===== src/rtl/ps2_kbd_ctrl_if.sv =====
// Avalon-MM slave bus bundle for the PS/2 keyboard host controller.
// Signals:
//   avs_s1_address   [1:0]  register select
//   avs_s1_read             read strobe
//   avs_s1_write            write strobe
//   avs_s1_writedata [7:0]  write data
//   avs_s1_readdata  [7:0]  read data, registered in the slave, valid one cycle after read
// Modports: master (bus driver / testbench), slave (controller).
interface ps2_kbd_ctrl_if;
  logic [1:0] avs_s1_address;
  logic       avs_s1_read;
  logic       avs_s1_write;
  logic [7:0] avs_s1_writedata;
  logic [7:0] avs_s1_readdata;

  modport master (
    output avs_s1_address,
    output avs_s1_read,
    output avs_s1_write,
    output avs_s1_writedata,
    input  avs_s1_readdata
  );

  modport slave (
    input  avs_s1_address,
    input  avs_s1_read,
    input  avs_s1_write,
    input  avs_s1_writedata,
    output avs_s1_readdata
  );
endinterface


===== src/rtl/ps2_kbd_ctrl.sv =====
// PS/2 keyboard host controller with an Avalon-MM register interface.
// Receives device-to-host frames into a scancode FIFO (with level interrupt)
// and sequences host-to-device byte transmission on the shared open-drain
// clock/data pair. Transmission owns the lines while active; reception is
// suspended (and any partial frame dropped) until the transmitter is idle.
// Ports:
//   csi_clk       system clock
//   csi_reset_n   asynchronous active-low reset
//   avs           Avalon-MM slave bundle (address/read/write/writedata/readdata)
//   ins_irq0_irq  level interrupt: irq_en & FIFO non-empty, registered
//   coe_kc_i      PS/2 clock pin input
//   coe_kd_i      PS/2 data pin input
//   coe_kc_oe     1 = pull PS/2 clock low
//   coe_kd_oe     1 = pull PS/2 data low
// Registers: 0 R FIFO pop | 1 R status, W control | 2 W transmit byte | 3 unused
module ps2_kbd_ctrl #(
  parameter int FIFO_DEPTH     = 16,
  parameter int INHIBIT_CYCLES = 5000,
  parameter int TIMEOUT_CYCLES = 1000000
) (
  input  logic              csi_clk,
  input  logic              csi_reset_n,
  ps2_kbd_ctrl_if.slave     avs,
  output logic              ins_irq0_irq,
  input  logic              coe_kc_i,
  input  logic              coe_kd_i,
  output logic              coe_kc_oe,
  output logic              coe_kd_oe
);

  localparam int AW      = $clog2(FIFO_DEPTH);
  localparam int CNT_MAX = (INHIBIT_CYCLES > TIMEOUT_CYCLES) ? INHIBIT_CYCLES : TIMEOUT_CYCLES;
  localparam int CW      = $clog2(CNT_MAX + 1);

  localparam logic [AW:0]   FULL_CNT = FIFO_DEPTH[AW:0];
  localparam logic [AW-1:0] PTR_ONE  = AW'(1);
  localparam logic [CW-1:0] CNT_ONE  = CW'(1);
  localparam logic [CW-1:0] INH_LAST = CW'(INHIBIT_CYCLES - 1);
  localparam logic [CW-1:0] TMO_LAST = CW'(TIMEOUT_CYCLES - 1);

  typedef enum logic [2:0] {
    TX_IDLE    = 3'd0,
    TX_INHIBIT = 3'd1,
    TX_REQ     = 3'd2,
    TX_DATA    = 3'd3,
    TX_ACK     = 3'd4
  } tx_state_t;

  // Parity bit that makes the 9-bit {parity, data} group contain an odd number of ones.
  function automatic logic odd_parity(input logic [7:0] data);
    return ~(^data);
  endfunction

  // ---------------- input synchronizers ----------------
  logic kc_meta_r, kc_sync_r, kc_prev_r;
  logic kd_meta_r, kd_sync_r;
  logic kc_fall_s;

  // Two-flop synchronizers; idle-high reset value avoids a spurious edge after reset.
  always_ff @(posedge csi_clk or negedge csi_reset_n) begin
    if (!csi_reset_n) begin
      kc_meta_r <= 1'b1;
      kc_sync_r <= 1'b1;
      kc_prev_r <= 1'b1;
      kd_meta_r <= 1'b1;
      kd_sync_r <= 1'b1;
    end else begin
      kc_meta_r <= coe_kc_i;
      kc_sync_r <= kc_meta_r;
      kc_prev_r <= kc_sync_r;
      kd_meta_r <= coe_kd_i;
      kd_sync_r <= kd_meta_r;
    end
  end

  assign kc_fall_s = kc_prev_r & ~kc_sync_r;

  // ---------------- bus decode ----------------
  logic [AW:0]   count_r;
  logic [AW-1:0] wr_ptr_r, rd_ptr_r;
  logic [7:0]    mem_r [FIFO_DEPTH];
  logic          nonempty_s, full_s, pop_s, push_s;
  logic          wr_ctrl_s, wr_tx_s;

  assign nonempty_s = (count_r != {(AW+1){1'b0}});
  assign full_s     = (count_r == FULL_CNT);
  assign pop_s      = avs.avs_s1_read  & (avs.avs_s1_address == 2'd0) & nonempty_s;
  assign wr_ctrl_s  = avs.avs_s1_write & (avs.avs_s1_address == 2'd1);
  assign wr_tx_s    = avs.avs_s1_write & (avs.avs_s1_address == 2'd2);

  // ---------------- transmit FSM ----------------
  tx_state_t     tx_state_r, tx_state_n;
  logic [CW-1:0] tx_cnt_r, tx_cnt_n;
  logic [3:0]    tx_idx_r, tx_idx_n;
  logic [8:0]    tx_sr_r, tx_sr_n;
  logic          kc_oe_r, kc_oe_n, kd_oe_r, kd_oe_n;
  logic          tx_err_set_s, tx_busy_s;

  assign tx_busy_s = (tx_state_r != TX_IDLE);

  // Transmit state register and registered line drivers.
  always_ff @(posedge csi_clk or negedge csi_reset_n) begin
    if (!csi_reset_n) begin
      tx_state_r <= TX_IDLE;
      tx_cnt_r   <= {CW{1'b0}};
      tx_idx_r   <= 4'd0;
      tx_sr_r    <= 9'd0;
      kc_oe_r    <= 1'b0;
      kd_oe_r    <= 1'b0;
    end else begin
      tx_state_r <= tx_state_n;
      tx_cnt_r   <= tx_cnt_n;
      tx_idx_r   <= tx_idx_n;
      tx_sr_r    <= tx_sr_n;
      kc_oe_r    <= kc_oe_n;
      kd_oe_r    <= kd_oe_n;
    end
  end

  // Transmit next-state logic; the counter times the inhibit phase, then the gap between device clocks.
  always_comb begin
    tx_state_n   = tx_state_r;
    tx_cnt_n     = tx_cnt_r;
    tx_idx_n     = tx_idx_r;
    tx_sr_n      = tx_sr_r;
    kc_oe_n      = kc_oe_r;
    kd_oe_n      = kd_oe_r;
    tx_err_set_s = 1'b0;
    case (tx_state_r)
      TX_IDLE: begin
        if (wr_tx_s) begin
          tx_state_n = TX_INHIBIT;
          tx_sr_n    = {odd_parity(avs.avs_s1_writedata), avs.avs_s1_writedata};
          tx_cnt_n   = {CW{1'b0}};
          tx_idx_n   = 4'd0;
          kc_oe_n    = 1'b1;
          kd_oe_n    = 1'b0;
        end else begin
          kc_oe_n = 1'b0;
          kd_oe_n = 1'b0;
        end
      end
      TX_INHIBIT: begin
        // Release clock and pull data low together: the request-to-send.
        if (tx_cnt_r == INH_LAST) begin
          tx_state_n = TX_REQ;
          tx_cnt_n   = {CW{1'b0}};
          kc_oe_n    = 1'b0;
          kd_oe_n    = 1'b1;
        end else begin
          tx_cnt_n = tx_cnt_r + CNT_ONE;
        end
      end
      TX_REQ, TX_DATA, TX_ACK: begin
        if (kc_fall_s) begin
          tx_cnt_n = {CW{1'b0}};
          if (tx_state_r == TX_REQ) begin
            kd_oe_n    = ~tx_sr_r[0];
            tx_idx_n   = 4'd1;
            tx_state_n = TX_DATA;
          end else if (tx_state_r == TX_DATA) begin
            // Indices 1..8 cover d1..d7 and parity; index 9 releases data for the stop bit.
            if (tx_idx_r == 4'd9) begin
              kd_oe_n    = 1'b0;
              tx_state_n = TX_ACK;
            end else begin
              kd_oe_n  = ~tx_sr_r[tx_idx_r];
              tx_idx_n = tx_idx_r + 4'd1;
            end
          end else begin
            // Device acknowledges by holding data low on this clock.
            tx_err_set_s = kd_sync_r;
            kc_oe_n      = 1'b0;
            kd_oe_n      = 1'b0;
            tx_state_n   = TX_IDLE;
          end
        end else if (tx_cnt_r == TMO_LAST) begin
          tx_err_set_s = 1'b1;
          kc_oe_n      = 1'b0;
          kd_oe_n      = 1'b0;
          tx_state_n   = TX_IDLE;
        end else begin
          tx_cnt_n = tx_cnt_r + CNT_ONE;
        end
      end
      default: begin
        tx_state_n = TX_IDLE;
        kc_oe_n    = 1'b0;
        kd_oe_n    = 1'b0;
      end
    endcase
  end

  // ---------------- receiver ----------------
  logic [3:0]    rx_cnt_r, rx_cnt_n;
  logic [9:0]    rx_sr_r, rx_sr_n;
  logic [CW-1:0] rx_tmr_r, rx_tmr_n;
  logic          rx_done_s, rx_err_set_s, frame_ok_s, ovf_set_s;

  // After ten shifts: [0] start, [8:1] data, [9] parity; stop bit is the current sample.
  assign frame_ok_s = ~rx_sr_r[0] & kd_sync_r & (^rx_sr_r[9:1]);

  // Receiver state registers.
  always_ff @(posedge csi_clk or negedge csi_reset_n) begin
    if (!csi_reset_n) begin
      rx_cnt_r <= 4'd0;
      rx_sr_r  <= 10'd0;
      rx_tmr_r <= {CW{1'b0}};
    end else begin
      rx_cnt_r <= rx_cnt_n;
      rx_sr_r  <= rx_sr_n;
      rx_tmr_r <= rx_tmr_n;
    end
  end

  // Frame assembly, validation and inter-bit timeout; held in reset while transmitting.
  always_comb begin
    rx_cnt_n     = rx_cnt_r;
    rx_sr_n      = rx_sr_r;
    rx_tmr_n     = rx_tmr_r;
    rx_done_s    = 1'b0;
    rx_err_set_s = 1'b0;
    if (tx_busy_s) begin
      rx_cnt_n = 4'd0;
      rx_tmr_n = {CW{1'b0}};
    end else if (kc_fall_s) begin
      rx_tmr_n = {CW{1'b0}};
      if (rx_cnt_r == 4'd10) begin
        rx_cnt_n     = 4'd0;
        rx_done_s    = frame_ok_s;
        rx_err_set_s = ~frame_ok_s;
      end else begin
        rx_sr_n  = {kd_sync_r, rx_sr_r[9:1]};
        rx_cnt_n = rx_cnt_r + 4'd1;
      end
    end else if (rx_cnt_r != 4'd0) begin
      if (rx_tmr_r == TMO_LAST) begin
        rx_cnt_n     = 4'd0;
        rx_tmr_n     = {CW{1'b0}};
        rx_err_set_s = 1'b1;
      end else begin
        rx_tmr_n = rx_tmr_r + CNT_ONE;
      end
    end else begin
      rx_tmr_n = {CW{1'b0}};
    end
  end

  // A pop in the same cycle frees the slot, so a full FIFO can still accept.
  assign push_s    = rx_done_s & (~full_s | pop_s);
  assign ovf_set_s = rx_done_s & full_s & ~pop_s;

  // ---------------- FIFO ----------------
  // FIFO pointers and occupancy.
  always_ff @(posedge csi_clk or negedge csi_reset_n) begin
    if (!csi_reset_n) begin
      wr_ptr_r <= {AW{1'b0}};
      rd_ptr_r <= {AW{1'b0}};
      count_r  <= {(AW+1){1'b0}};
    end else begin
      if (push_s) begin
        wr_ptr_r <= wr_ptr_r + PTR_ONE;
      end
      if (pop_s) begin
        rd_ptr_r <= rd_ptr_r + PTR_ONE;
      end
      case ({push_s, pop_s})
        2'b10:   count_r <= count_r + {{AW{1'b0}}, 1'b1};
        2'b01:   count_r <= count_r - {{AW{1'b0}}, 1'b1};
        default: count_r <= count_r;
      endcase
    end
  end

  // FIFO storage; contents need no reset since occupancy gates every read.
  always_ff @(posedge csi_clk) begin
    if (push_s) begin
      mem_r[wr_ptr_r] <= rx_sr_r[8:1];
    end
  end

  // ---------------- status flags, readback, irq ----------------
  logic       irq_en_r, tx_err_r, rx_err_r, rx_ovf_r, irq_r;
  logic [7:0] readdata_r, status_s;

  assign status_s = {tx_err_r, rx_err_r, rx_ovf_r, tx_busy_s, irq_en_r, 1'b0, full_s, nonempty_s};

  // Sticky error flags: a new event wins over a simultaneous write-1-to-clear.
  always_ff @(posedge csi_clk or negedge csi_reset_n) begin
    if (!csi_reset_n) begin
      irq_en_r <= 1'b0;
      tx_err_r <= 1'b0;
      rx_err_r <= 1'b0;
      rx_ovf_r <= 1'b0;
    end else begin
      if (wr_ctrl_s) begin
        irq_en_r <= avs.avs_s1_writedata[3];
      end
      tx_err_r <= tx_err_set_s | (tx_err_r & ~(wr_ctrl_s & avs.avs_s1_writedata[7]));
      rx_err_r <= rx_err_set_s | (rx_err_r & ~(wr_ctrl_s & avs.avs_s1_writedata[6]));
      rx_ovf_r <= ovf_set_s    | (rx_ovf_r & ~(wr_ctrl_s & avs.avs_s1_writedata[5]));
    end
  end

  // Registered read data and interrupt.
  always_ff @(posedge csi_clk or negedge csi_reset_n) begin
    if (!csi_reset_n) begin
      readdata_r <= 8'h00;
      irq_r      <= 1'b0;
    end else begin
      irq_r <= irq_en_r & nonempty_s;
      if (avs.avs_s1_read) begin
        case (avs.avs_s1_address)
          2'd0:    readdata_r <= nonempty_s ? mem_r[rd_ptr_r] : 8'h00;
          2'd1:    readdata_r <= status_s;
          default: readdata_r <= 8'h00;
        endcase
      end
    end
  end

  assign avs.avs_s1_readdata = readdata_r;
  assign ins_irq0_irq        = irq_r;
  assign coe_kc_oe           = kc_oe_r;
  assign coe_kd_oe           = kd_oe_r;

endmodule


===== src/flat_wrapper.sv =====
// flat-port wrapper written by rule: the top's interface ports become plain ports
module ps2_kbd_ctrl_flat 
#(
  parameter int FIFO_DEPTH     = 16,
  parameter int INHIBIT_CYCLES = 5000,
  parameter int TIMEOUT_CYCLES = 1000000
)
  (csi_clk, csi_reset_n, ins_irq0_irq, coe_kc_i, coe_kd_i, coe_kc_oe, coe_kd_oe, avs_avs_s1_address, avs_avs_s1_read, avs_avs_s1_write, avs_avs_s1_writedata, avs_avs_s1_readdata);
  ps2_kbd_ctrl_if avs_i ();
  input  logic csi_clk;
  input  logic csi_reset_n;
  output logic ins_irq0_irq;
  input  logic coe_kc_i;
  input  logic coe_kd_i;
  output logic coe_kc_oe;
  output logic coe_kd_oe;
  input wire logic [$bits(avs_i.avs_s1_address)-1:0] avs_avs_s1_address;
  input wire logic [$bits(avs_i.avs_s1_read)-1:0] avs_avs_s1_read;
  input wire logic [$bits(avs_i.avs_s1_write)-1:0] avs_avs_s1_write;
  input wire logic [$bits(avs_i.avs_s1_writedata)-1:0] avs_avs_s1_writedata;
  output wire logic [$bits(avs_i.avs_s1_readdata)-1:0] avs_avs_s1_readdata;
  assign avs_i.avs_s1_address = avs_avs_s1_address;
  assign avs_i.avs_s1_read = avs_avs_s1_read;
  assign avs_i.avs_s1_write = avs_avs_s1_write;
  assign avs_i.avs_s1_writedata = avs_avs_s1_writedata;
  assign avs_avs_s1_readdata = avs_i.avs_s1_readdata;
  ps2_kbd_ctrl #(.FIFO_DEPTH(FIFO_DEPTH), .INHIBIT_CYCLES(INHIBIT_CYCLES), .TIMEOUT_CYCLES(TIMEOUT_CYCLES)) u_core (.csi_clk(csi_clk), .csi_reset_n(csi_reset_n), .avs(avs_i), .ins_irq0_irq(ins_irq0_irq), .coe_kc_i(coe_kc_i), .coe_kd_i(coe_kd_i), .coe_kc_oe(coe_kc_oe), .coe_kd_oe(coe_kd_oe));
endmodule

===== config.mk =====
export PLATFORM = sky130hd
export DESIGN_NAME = ps2_kbd_ctrl_flat
export DESIGN_NICKNAME = d
export VERILOG_FILES = /design/src/rtl/ps2_kbd_ctrl_if.sv /design/src/rtl/ps2_kbd_ctrl.sv /design/src/flat_wrapper.sv
export SDC_FILE = /design/constraint.sdc
export NUM_CORES = 1
export LEC_CHECK = 0
export ABC_AREA = 1
export ABC_CLOCK_PERIOD_IN_PS = 3050
export CORE_MARGIN = 2
export CORE_UTILIZATION = 62
export DETAILED_ROUTE_END_ITERATION = 7
export GPL_ROUTABILITY_DRIVEN = 0
export PLACE_DENSITY = 0.8
export SYNTH_ARGS = -nofsm -noshare
export SYNTH_HDL_FRONTEND = slang
export SYNTH_SLANG_ARGS = --single-unit

===== constraint.sdc =====
create_clock -name csi_clk -period 3.05 [get_ports csi_clk]
set_input_delay 0.61 -clock csi_clk [delete_from_list [all_inputs] [get_ports csi_clk]]
set_output_delay 0.61 -clock csi_clk [all_outputs]
set_load 0.03 [all_outputs]

==> qor.yml, run 1 <==
timing:
  finalHoldViolCount: 0
  worst_slew_pin_slew_ns: 0.758
  finalSetupViolCount: 0
  max_freq_mhz: 361
  setup_ws_ns: 0.281
  slew_headroom_pct: 49.3
  post-route-period-util_pct: 90.8
  rsz0062_at_grt: "no"
  period_needed_ns: 2.77
  fin_setup_tns_ns: 0
  skew_ns: 0.0153
  final_max_slew_viol_count: 0
  holdWs_ns: 0.107
logic_synthesis:
  synth_area_um2: 10900
  synth_top_area_share_pct: 35.3
  seq_area_frac_synth_pct: 59.0
  synth_commonest_cells: "nor2_1, nand2_1, edfxtp_1"
  synth_cell_types: 50
  synth_enable_flop_cells: 128
  async_reset_ff_share_pct: 44.6
  yosys-top-cells-area: "edfxtp_1, dfrtp_1, nor2_1"
  ys_seq_elements: 231
  post-synth-top-count-cell: "nor2_1"
  synthCells: 1115
  synth_warnings: 0
  syn-num-nets: 1147
  yosysTopAreaCell: "edfxtp_1"
  ys.flop_type: "edfxtp_1"
  syn_avg_cell_area_um2: 9.78
global_routing:
  grt-ovfl-total: 0
  use_met2_pct: 44.5
  gr-usage-met3_pct: 3.78
  grt_pass1_wl_mm: 40.4
  grt_busiest_layer: "met2"
  grt_pass1_vias: 8056
  gr-usage-met1_pct: 39.1
  grt_max_degree: 67
  grt_use_total_pct: 27.7
  antenna_found_initial: 0
critical_path:
  worst_setup_path_start_kind: "flop"
  required_ns: 3.45
  critPathMaxStageDelay_ns: 0.42
  slowest_stage: "dfrtp_1"
  path_common_cell: "nand2_1"
  crit_type: "flop to flop"
  cp_max_fo: 5
  crit_path_cell_trace: "nor4_2 -> nand2_1 -> nand2_1 -> inv_2 -> nand2_1 -> inv_1 -> ha_4 -> xor2_1 -> ha_1 -> inv_1 -> nand2_1 -> a31oi_1 -> inv_1 -> a21oi_1 -> o21ai_0 -> xor2_1"
  critPathArrivalTime_ns: 3.17
  end_kind: "flop"
floorplan:
  die_h_um: 137
  dieArea_um2: 18700
  coreArea_um2: 17200
  ios: 27
  die_w_um: 137
  num_rows: 48
  initial_core_util_pct: 63.2
job:
  cap_violations: 0
placement:
  dp.cells: 1385
  dp_hpwl_mm: 16.7
  dpl_cell_area_um2: 11700
  io_buffers: 26
  post-place-ws_ns: -0.292
clock_network:
  clock-sinks: 231
  clk_latency_ns: 0.52
  clk_pin_slew_ns: 0.06
  cts_tree: "yes"
  clockBufferDepth: 3
  h-tree-depth: 1
  cts_hold_buf: 0
  numCtsBuffers: 25
  clk_root_buffer_cell: "clkbuf_16"
final_layout:
  fin_cells: 1432
  syn_to_final_growth_pct: 14.7
  diodes: 0
  finalInstanceArea_um2: 12500
  layout.nets: 1222
  layout-drive-gt1-share_pct: 13.2
run_status:
  status: "complete, no violations"
pwr:
  peakVddDrop_uv: 674
  powerDensity_nw_per_um2: 860
  p_leak_nw: 5.04
routing:
  firstDrtPassIters: 5
  ant_nets: 0
  drt_wl_total_mm: 25.3
  drt-initial-drc-count: 994
  wire_per_inst_um: 17.7
  vias: 8417
  drc: 0
  routed_via_density: 5.88
hold_path:
  hp-class: "input pin to asynchronous set/reset pin"
through the flow:
stage / util (%) / power, W
finish: 72.6 / 0.0108
global route: 72.6 / 0.0113
CTS: 72.3 / 0.0107
detailed placement: 67.9 / 0.00780
global placement: 67.9 / 0.00764
floorplan: - / 0.00658
metal layers:
layer / routed length [µm] / part of all wire [%]
met1: 10700 / 42
met2: 12100 / 48
met3: 1750 / 6.9
met4: 800 / 3.2
met5: 0 / 0
what timing repair did:
item	4_1_cts	5_1_grt
pin swaps	0	1
resized for setup	1	5
endpoints found under the setup margin	1	1
setup buffers	0	3
path summary, 6_finish.rpt:
kind / start / depth (start not counted) / slack, ns / to
worst min-delay path: csi_reset_n / 1 / 0.11 / u_core.tx_sr_r[2]$_DFFE_PN0P_
worst min register to register: u_core.kc_meta_r$_DFF_PN1_ / 0 / 0.36 / u_core.kc_sync_r$_DFF_PN1_
max in group asynchronous: csi_reset_n / 2 / 2.25 / u_core.tx_state_r[1]$_DFFE_PN0P_
min in group csi_clk: u_core.kc_meta_r$_DFF_PN1_ / 0 / 0.36 / u_core.kc_sync_r$_DFF_PN1_
worst max register to register: u_core.count_r[1]$_DFFE_PN0P_ / 16 / 0.28 / u_core.count_r[4]$_DFFE_PN0P_
worst max-delay path: u_core.count_r[1]$_DFFE_PN0P_ / 16 / 0.28 / u_core.count_r[4]$_DFFE_PN0P_
worst max-delay path, delay by kind of cell, from the launching register on:
kind / cells / cell delay, ns
AO/OA/AOI/OAI: 3 / 0.38
XOR/XNOR: 2 / 0.31
adder cells (fa/ha/maj): 2 / 0.37
buffers and inverters: 4 / 0.26
flip-flops: 1 / 0.42
AND/OR/NAND/NOR: 5 / 0.89
sequential cells by signal, indices dropped and copies added (netlist names), 3 cells and up:
name / cells
u_core.mem_r: 128
u_core.wr_ptr_r: 4
u_core.rx_cnt_r: 4
u_core.rx_sr_r: 10
u_core.tx_cnt_r: 20
u_core.rd_ptr_r: 4
u_core.rx_tmr_r: 20
u_core.count_r: 5
u_core.tx_sr_r: 9
u_core.avs.avs_s1_readdata: 8
u_core.tx_state_r: 3
u_core.tx_idx_r: 4
cell usage in the layout (no fill, tap or decap), drive strengths merged, types with 5 or more instances in the layout:
cell type      instances
a21oi                 20
a31oi                 11
buf                   59
clkbuf                33
clkdlybuf4s50         25
clkinv                12
dfrtp                 98
dfstp                  5
edfxtp               128
ha                    16
inv                  102
nand2                175
nand3                 67
nand4                 18
nor2                 185
nor3                  22
nor4                   7
o211ai                30
o21ai                126
o221ai                 5
o22ai                 11
xnor2                 13
xor2                  22
kinds of logic (layout without fill, tap and decap cells):
family / Yosys count / count (layout) / synth area share [%]
xor gates and xnor gates: 35 / 35 / 2.81
AOI/OAI and AO/OA: 212 / 212 / 11.6
buffers and inverters: 141 / 233 / 5.22
and+or+nand+nor: 478 / 478 / 19.4
DFF: 231 / 231 / 59.0
muxes: 2 / 2 / 0.207
adders and majority gates: 16 / 16 / 1.84
where the power goes:
group / switching, W / internal (W) / total, W
clock: 0.00118 / 0.00170 / 0.00288
combinational: 0.00249 / 0.00117 / 0.00367
sequential: 0.000360 / 0.00385 / 0.00421
total: 0.00403 / 0.00672 / 0.0108
layout make-up:
class	count	area (µm²)
clock inverters	11	104
clock buffers	33	666
multi-input cells	743	3920
repair buffers	84	706
fillers	1180	4730
inverters	105	402
flip-flops and latches	231	6430
well taps	225	282
No activity file was read; power rests on OpenSTA's default activity.
==> run 2: changes to the inputs <==
--- a/config.mk
+++ b/config.mk
@@ -7,11 +7,11 @@
 export LEC_CHECK = 0
 export ABC_AREA = 1
 export ABC_CLOCK_PERIOD_IN_PS = 3050
-export CORE_MARGIN = 2
+export CORE_MARGIN = 4
 export CORE_UTILIZATION = 62
 export DETAILED_ROUTE_END_ITERATION = 7
 export GPL_ROUTABILITY_DRIVEN = 0
-export PLACE_DENSITY = 0.8
+export PLACE_DENSITY_LB_ADDON = 0.12
 export SYNTH_ARGS = -nofsm -noshare
 export SYNTH_HDL_FRONTEND = slang
 export SYNTH_SLANG_ARGS = --single-unit
==> run 2 against run 1 <==
- cell area rose by 0.14%
- total power shrank 0.69%
- highest routed layer unchanged
- critical path type unchanged
- sequential cell count is the same
- non-clock buffer count decreased by 3
- global-route usage is 2.5 points lower
- wire length shrank 3.3%
- setup slack lost 0.020 ns
- sequential power barely moved
- register-to-register slack worse by 0.02 ns
- largest power group unchanged
- core utilization increased by 0.10 points
==> qor.yml, run 2 (synthesized netlist as in run 1, its figures left out) <==
run_status:
  status: "complete, no violations"
placement:
  io_buffers: 26
  dpl_cell_area_um2: 11700
  dp_hpwl_mm: 16.0
  dp.cells: 1381
critical_path:
  required_ns: 3.45
  path_common_cell: "inv_1"
  rr_worst_depth: 15
  worst_setup_path_start_kind: "flop"
  r2r-end: "u_core.count_r[4]$_DFFE_PN0P_"
  slowest_stage: "dfrtp_1"
  critPathArrivalTime_ns: 3.19
  cp_max_fo: 5
  startpoint: "u_core.rx_cnt_r[0]$_DFFE_PN0P_"
  crit_path_end: "u_core.count_r[4]$_DFFE_PN0P_"
  crit_path_cell_trace: "inv_1 -> ha_1 -> nand3_1 -> nor3_2 -> nand4_4 -> ha_2 -> xor2_1 -> ha_1 -> inv_1 -> nand2_1 -> a31oi_1 -> inv_1 -> a21oi_1 -> o21ai_0 -> xor2_1"
  crit_type: "flop to flop"
  r2r_slack_ns: 0.26
  end_kind: "flop"
  critPathMaxStageDelay_ns: 0.43
  regToRegStartpoint: "u_core.rx_cnt_r[0]$_DFFE_PN0P_"
routing:
  met2_length_mm: 11.5
  routed_via_density: 5.80
  drt-met1-wl_mm: 10.6
  drc: 0
  firstDrtPassIters: 5
  dr_wl_met3_mm: 1.73
  vias: 8282
  wire_per_inst_um: 17.1
  drt-initial-drc-count: 630
  drt_wl_total_mm: 24.5
  ant_nets: 0
  top_layer: "met4"
hold_path:
  hp-class: "flop to flop"
global_routing:
  grt_pass1_wl_mm: 40.3
  grt-ovfl-total: 0
  antenna_found_initial: 0
  grt_use_total_pct: 25.2
  grt_max_degree: 80
  grt_pass1_vias: 7976
final_layout:
  fillers: 1214
  top_register: "u_core.mem_r"
  layout.nets: 1218
  reg_top3: "u_core.mem_r x128, u_core.rx_tmr_r x20, u_core.tx_cnt_r x20"
  largest_reg_flops: 128
  diodes: 0
  layout-drive-gt1-share_pct: 13.4
  layout_common_cells: "nor2_1, nand2_1, edfxtp_1, o21ai_0, dfrtp_1"
  finalInstanceArea_um2: 12500
  layout_commonest_cell: "nor2_1"
  multiInputGateArea_um2: 3920
  fin_cells: 1429
  register_area_um2: 6430
  syn_to_final_growth_pct: 14.9
floorplan:
  num_rows: 48
  ios: 27
  coreArea_um2: 17200
  die_h_um: 141
  dieArea_um2: 19800
  initial_core_util_pct: 63.2
  die_w_um: 141
clock_network:
  clk_latency_ns: 0.52
  cts_tree: "yes"
  numCtsBuffers: 24
  clk_root_buffer_cell: "clkbuf_16"
  h-tree-depth: 1
  clock-sinks: 231
  clockBufferDepth: 3
  clk_pin_slew_ns: 0.06
pwr:
  powerDensity_nw_per_um2: 853
  peakVddDrop_uv: 675
  p_leak_nw: 5.04
job:
  cap_violations: 0
timing:
  worst_slew_pin_slew_ns: 0.703
  period_needed_ns: 2.79
  finalHoldViolCount: 0
  max_freq_mhz: 359
  final_max_slew_viol_count: 0
  holdWs_ns: 0.356
  post-route-period-util_pct: 91.4
  slew_headroom_pct: 53.0
  finalSetupViolCount: 0
  skew_ns: 0.0165
  rsz0062_at_grt: "no"
run 2: changes by cell type in the layout (fill, tap and decap cells not counted), moves of 2 or more:
cell / previous run / this run
clkinv_4: 1 / 3
buf_4: 58 / 53
clkbuf_1: 7 / 4
clkinvlp_4: 0 / 2
clkbuf_8: 1 / 5
clkinv_1: 7 / 3
run 2: per-stage QoR:
stage	setup slack, ns	utilization [%]	power, W	setup TNS (ns)
floorplan	0.340	-	0.00658	0
global placement	-0.153	67.8	0.00765	-0.153
detailed placement	-0.290	67.8	0.00775	-0.363
CTS	0.0228	72.5	0.0107	0
global route	0.0629	72.7	0.0113	0
finish	0.261	72.7	0.0107	0
run 2: power by group:
part / internal, W / switching, W / total, W
clock: 0.00171 / 0.00118 / 0.00288
sequential: 0.00385 / 0.000365 / 0.00422
combinational: 0.00116 / 0.00241 / 0.00358
total: 0.00673 / 0.00396 / 0.0107
run 2: how the worst min path moves through the flow:
| stage | from | endpoint | cells after the start |
|---|---|---|---|
| floorplan | csi_reset_n | u_core.avs.avs_s1_readdata[0]$_DFFE_PN0P_ | 0 |
| global placement | u_core.kd_meta_r$_DFF_PN1_ | u_core.kd_sync_r$_DFF_PN1_ | 0 |
| detailed placement | u_core.kd_meta_r$_DFF_PN1_ | u_core.kd_sync_r$_DFF_PN1_ | 0 |
| CTS | u_core.kd_meta_r$_DFF_PN1_ | u_core.kd_sync_r$_DFF_PN1_ | 0 |
| global route | u_core.kc_meta_r$_DFF_PN1_ | u_core.kc_sync_r$_DFF_PN1_ | 0 |
| finish | u_core.kd_meta_r$_DFF_PN1_ | u_core.kd_sync_r$_DFF_PN1_ | 0 |
run 2: metal layers:
| metal | vias up | track usage [%] |
|---|---|---|
| li1 | 3966 | - |
| met1 | 3986 | 36.1 |
| met2 | 285 | 40.9 |
| met3 | 45 | 3.66 |
| met4 | 0 | 6.99 |
| met5 | - | 0 |
run 2: layout make-up:
type                       count  share of cell area (%)
inverter                     105                    3.21
sequential                   231                    51.3
multi-input combinational    743                    31.3
clock buffer                  34                    5.66
tap                          225                    2.25
clock inverter                10                   0.699
timing repair buffer          81                    5.57
run 2: worst max-delay path, delay by kind of cell, from the launching register on:
kind,cells,cell delay (ns)
simple gates,4,0.65
fa+ha+maj,3,0.58
flops,1,0.43
compound gates,3,0.43
xor+xnor,2,0.32
buf+inv,3,0.25
run 2: timing repair:
action / CTS / global route
hold endpoints to repair: 21 / 0
gates resized for setup: 0 / 4
hold buffers: 1 / 0
setup endpoints to repair: 0 / 2
setup buffers: 0 / 3
==> run 3: changes to the inputs <==
--- a/config.mk
+++ b/config.mk
@@ -8,7 +8,7 @@
 export ABC_AREA = 1
 export ABC_CLOCK_PERIOD_IN_PS = 3050
 export CORE_MARGIN = 4
-export CORE_UTILIZATION = 62
+export CORE_UTILIZATION = 60
 export DETAILED_ROUTE_END_ITERATION = 7
 export GPL_ROUTABILITY_DRIVEN = 0
 export PLACE_DENSITY_LB_ADDON = 0.12
==> run 3 against run 2 <==
- hold slack worse by 0.00082 ns
- total power is 0.10% lower
- cell area down 0.30%
- clock power decreased by 1%
- register-to-register slack better by 0.06 ns
- die area up 3.1%
- core utilization shrank 2.9 points
- clock-buffer cell count is 2 lower
==> qor.yml, run 3 (synthesized netlist as in run 1, its figures left out) <==
placement:
  post-place-ws_ns: -0.281
  dp_hpwl_mm: 16.0
  dpl_cell_area_um2: 11700
  io_buffers: 26
global_routing:
  grt_pass1_vias: 7774
  antenna_found_initial: 0
  grt_max_degree: 83
  grt_pass1_wl_mm: 39.4
  grt-ovfl-total: 0
  grt_use_total_pct: 24.2
run_status:
  status: "complete, no violations"
critical_path:
  slowest_stage: "clkdlybuf4s50_1"
  cp_max_fo: 5
  worst_setup_path_start_kind: "input pin"
  critPathMaxStageDelay_ns: 0.42
  critPathArrivalTime_ns: 3.12
  rr_worst_depth: 15
  required_ns: 3.42
  path_common_cell: "inv_1"
  crit_path_cell_trace: "clkdlybuf4s50_1 -> nor2_1 -> inv_1 -> o211ai_1 -> buf_4 -> nand4_4 -> ha_2 -> xor2_1 -> ha_1 -> inv_1 -> nand2_1 -> a31oi_1 -> inv_1 -> a21oi_1 -> o21ai_0 -> xor2_1"
  end_kind: "flop"
  crit_type: "input pin to flop"
floorplan:
  coreArea_um2: 17900
  die_h_um: 143
  die_w_um: 143
  initial_core_util_pct: 60.9
  ios: 27
  dieArea_um2: 20400
  num_rows: 49
final_layout:
  top_register: "u_core.mem_r"
  syn_to_final_growth_pct: 14.6
  layout_commonest_cell: "nor2_1"
  diodes: 0
  layout_common_cells: "nor2_1, nand2_1, edfxtp_1, o21ai_0, dfrtp_1"
  layout.nets: 1214
  layout-drive-gt1-share_pct: 12.3
  finalInstanceArea_um2: 12500
  largest_reg_flops: 128
  reg_top3: "u_core.mem_r x128, u_core.rx_tmr_r x20, u_core.tx_cnt_r x20"
clock_network:
  clk_pin_slew_ns: 0.06
  numCtsBuffers: 25
  clockBufferDepth: 3
  clk_latency_ns: 0.50
  cts_tree: "yes"
  h-tree-depth: 1
  clock-sinks: 231
  clk_root_buffer_cell: "clkbuf_16"
routing:
  dr_wl_met3_mm: 1.46
  drt-initial-drc-count: 633
  drt_wl_total_mm: 24.5
  firstDrtPassIters: 6
  drt-met1-wl_mm: 10.9
  drc: 0
  top_layer: "met4"
  vias: 8217
  ant_nets: 0
  wire_per_inst_um: 17.1
  routed_via_density: 5.75
  met2_length_mm: 11.6
pwr:
  p_leak_nw: 5.01
  peakVddDrop_uv: 1080
  finalPower_w: 0.0107
  powerDensity_nw_per_um2: 854
hold_path:
  hold_path_depth: 0
  hp-class: "flop to flop"
timing:
  finalSetupViolCount: 0
  skew_ns: 0.0110
  slew_headroom_pct: 51.5
  final_max_slew_viol_count: 0
  fin_setup_tns_ns: 0
  setup_ws_ns: 0.307
  worst_slew_pin_slew_ns: 0.726
  finalHoldViolCount: 0
  post-route-period-util_pct: 89.9
  holdWs_ns: 0.355
  period_needed_ns: 2.74
  max_freq_mhz: 365
job:
  cap_violations: 0
run 3: cell count changes in the layout (fill, tap and decap cells not counted), sizes merged:
cell | before | now
buf | 55 | 50
inv | 101 | 102
clkinv | 11 | 13
bufinv | 1 | 2
clkbuf | 34 | 32
clkinvlp | 2 | 1
run 3: final cells by class:
type | instances | area [µm²]
sequential | 231 | 6430
fill | 1340 | 5410
multi-input combinational | 743 | 3930
timing repair buffer | 76 | 673
clock buffer | 32 | 652
inverter | 105 | 402
tap | 229 | 287
clock inverter | 13 | 121
run 3: per-stage QoR:
step / utilization, % / cells
after floorplan: - / 1115
final: 69.8 / 1429
after global routing: 69.8 / 1429
after global placement: 65.3 / 1383
after detailed placement: 65.3 / 1383
after CTS: 69.6 / 1429
run 3: path summary, 6_finish.rpt:
path                                                     start                       endpoint  slack [ns]
worst max-delay path                     avs_avs_s1_address[0]  u_core.count_r[4]$_DFFE_PN0P_        0.31
worst min-delay path                u_core.kc_meta_r$_DFF_PN1_     u_core.kc_sync_r$_DFF_PN1_        0.36
worst max register to register  u_core.rx_cnt_r[0]$_DFFE_PN0P_  u_core.count_r[4]$_DFFE_PN0P_        0.32
worst min register to register      u_core.kc_meta_r$_DFF_PN1_     u_core.kc_sync_r$_DFF_PN1_        0.36
max in group asynchronous                          csi_reset_n     u_core.kd_meta_r$_DFF_PN1_        1.73
min in group asynchronous                          csi_reset_n      u_core.rx_ovf_r$_DFF_PN0_        0.56
run 3: per-layer routing:
metal | up-vias | track usage [%]
met4 | 0 | 6.80
met5 | - | 0
li1 | 3965 | -
met3 | 44 | 3.15
met2 | 276 | 38.6
met1 | 3932 | 35.2
run 3: repair_timing:
action | CTS | global route
buffers inserted | 0 | 0
endpoints found under the hold margin | 21 | 0
resized for setup | 0 | 4
setup endpoints to repair | 0 | 1
hold buffers | 1 | 0
run 3: worst max-delay path: cells and delay by family:
kind | cells | cell delay, ns
buf+inv | 5 | 0.81
compound gates | 4 | 0.59
fa+ha+maj | 2 | 0.43
simple gates | 3 | 0.37
xor+xnor | 2 | 0.32
run 3: power by group:
part           leakage (nW)  internal, W  switching, W
clock network         0.371      0.00168       0.00116
registers              2.51      0.00385      0.000349
logic                  2.13      0.00117       0.00247
total                  5.01      0.00670       0.00397
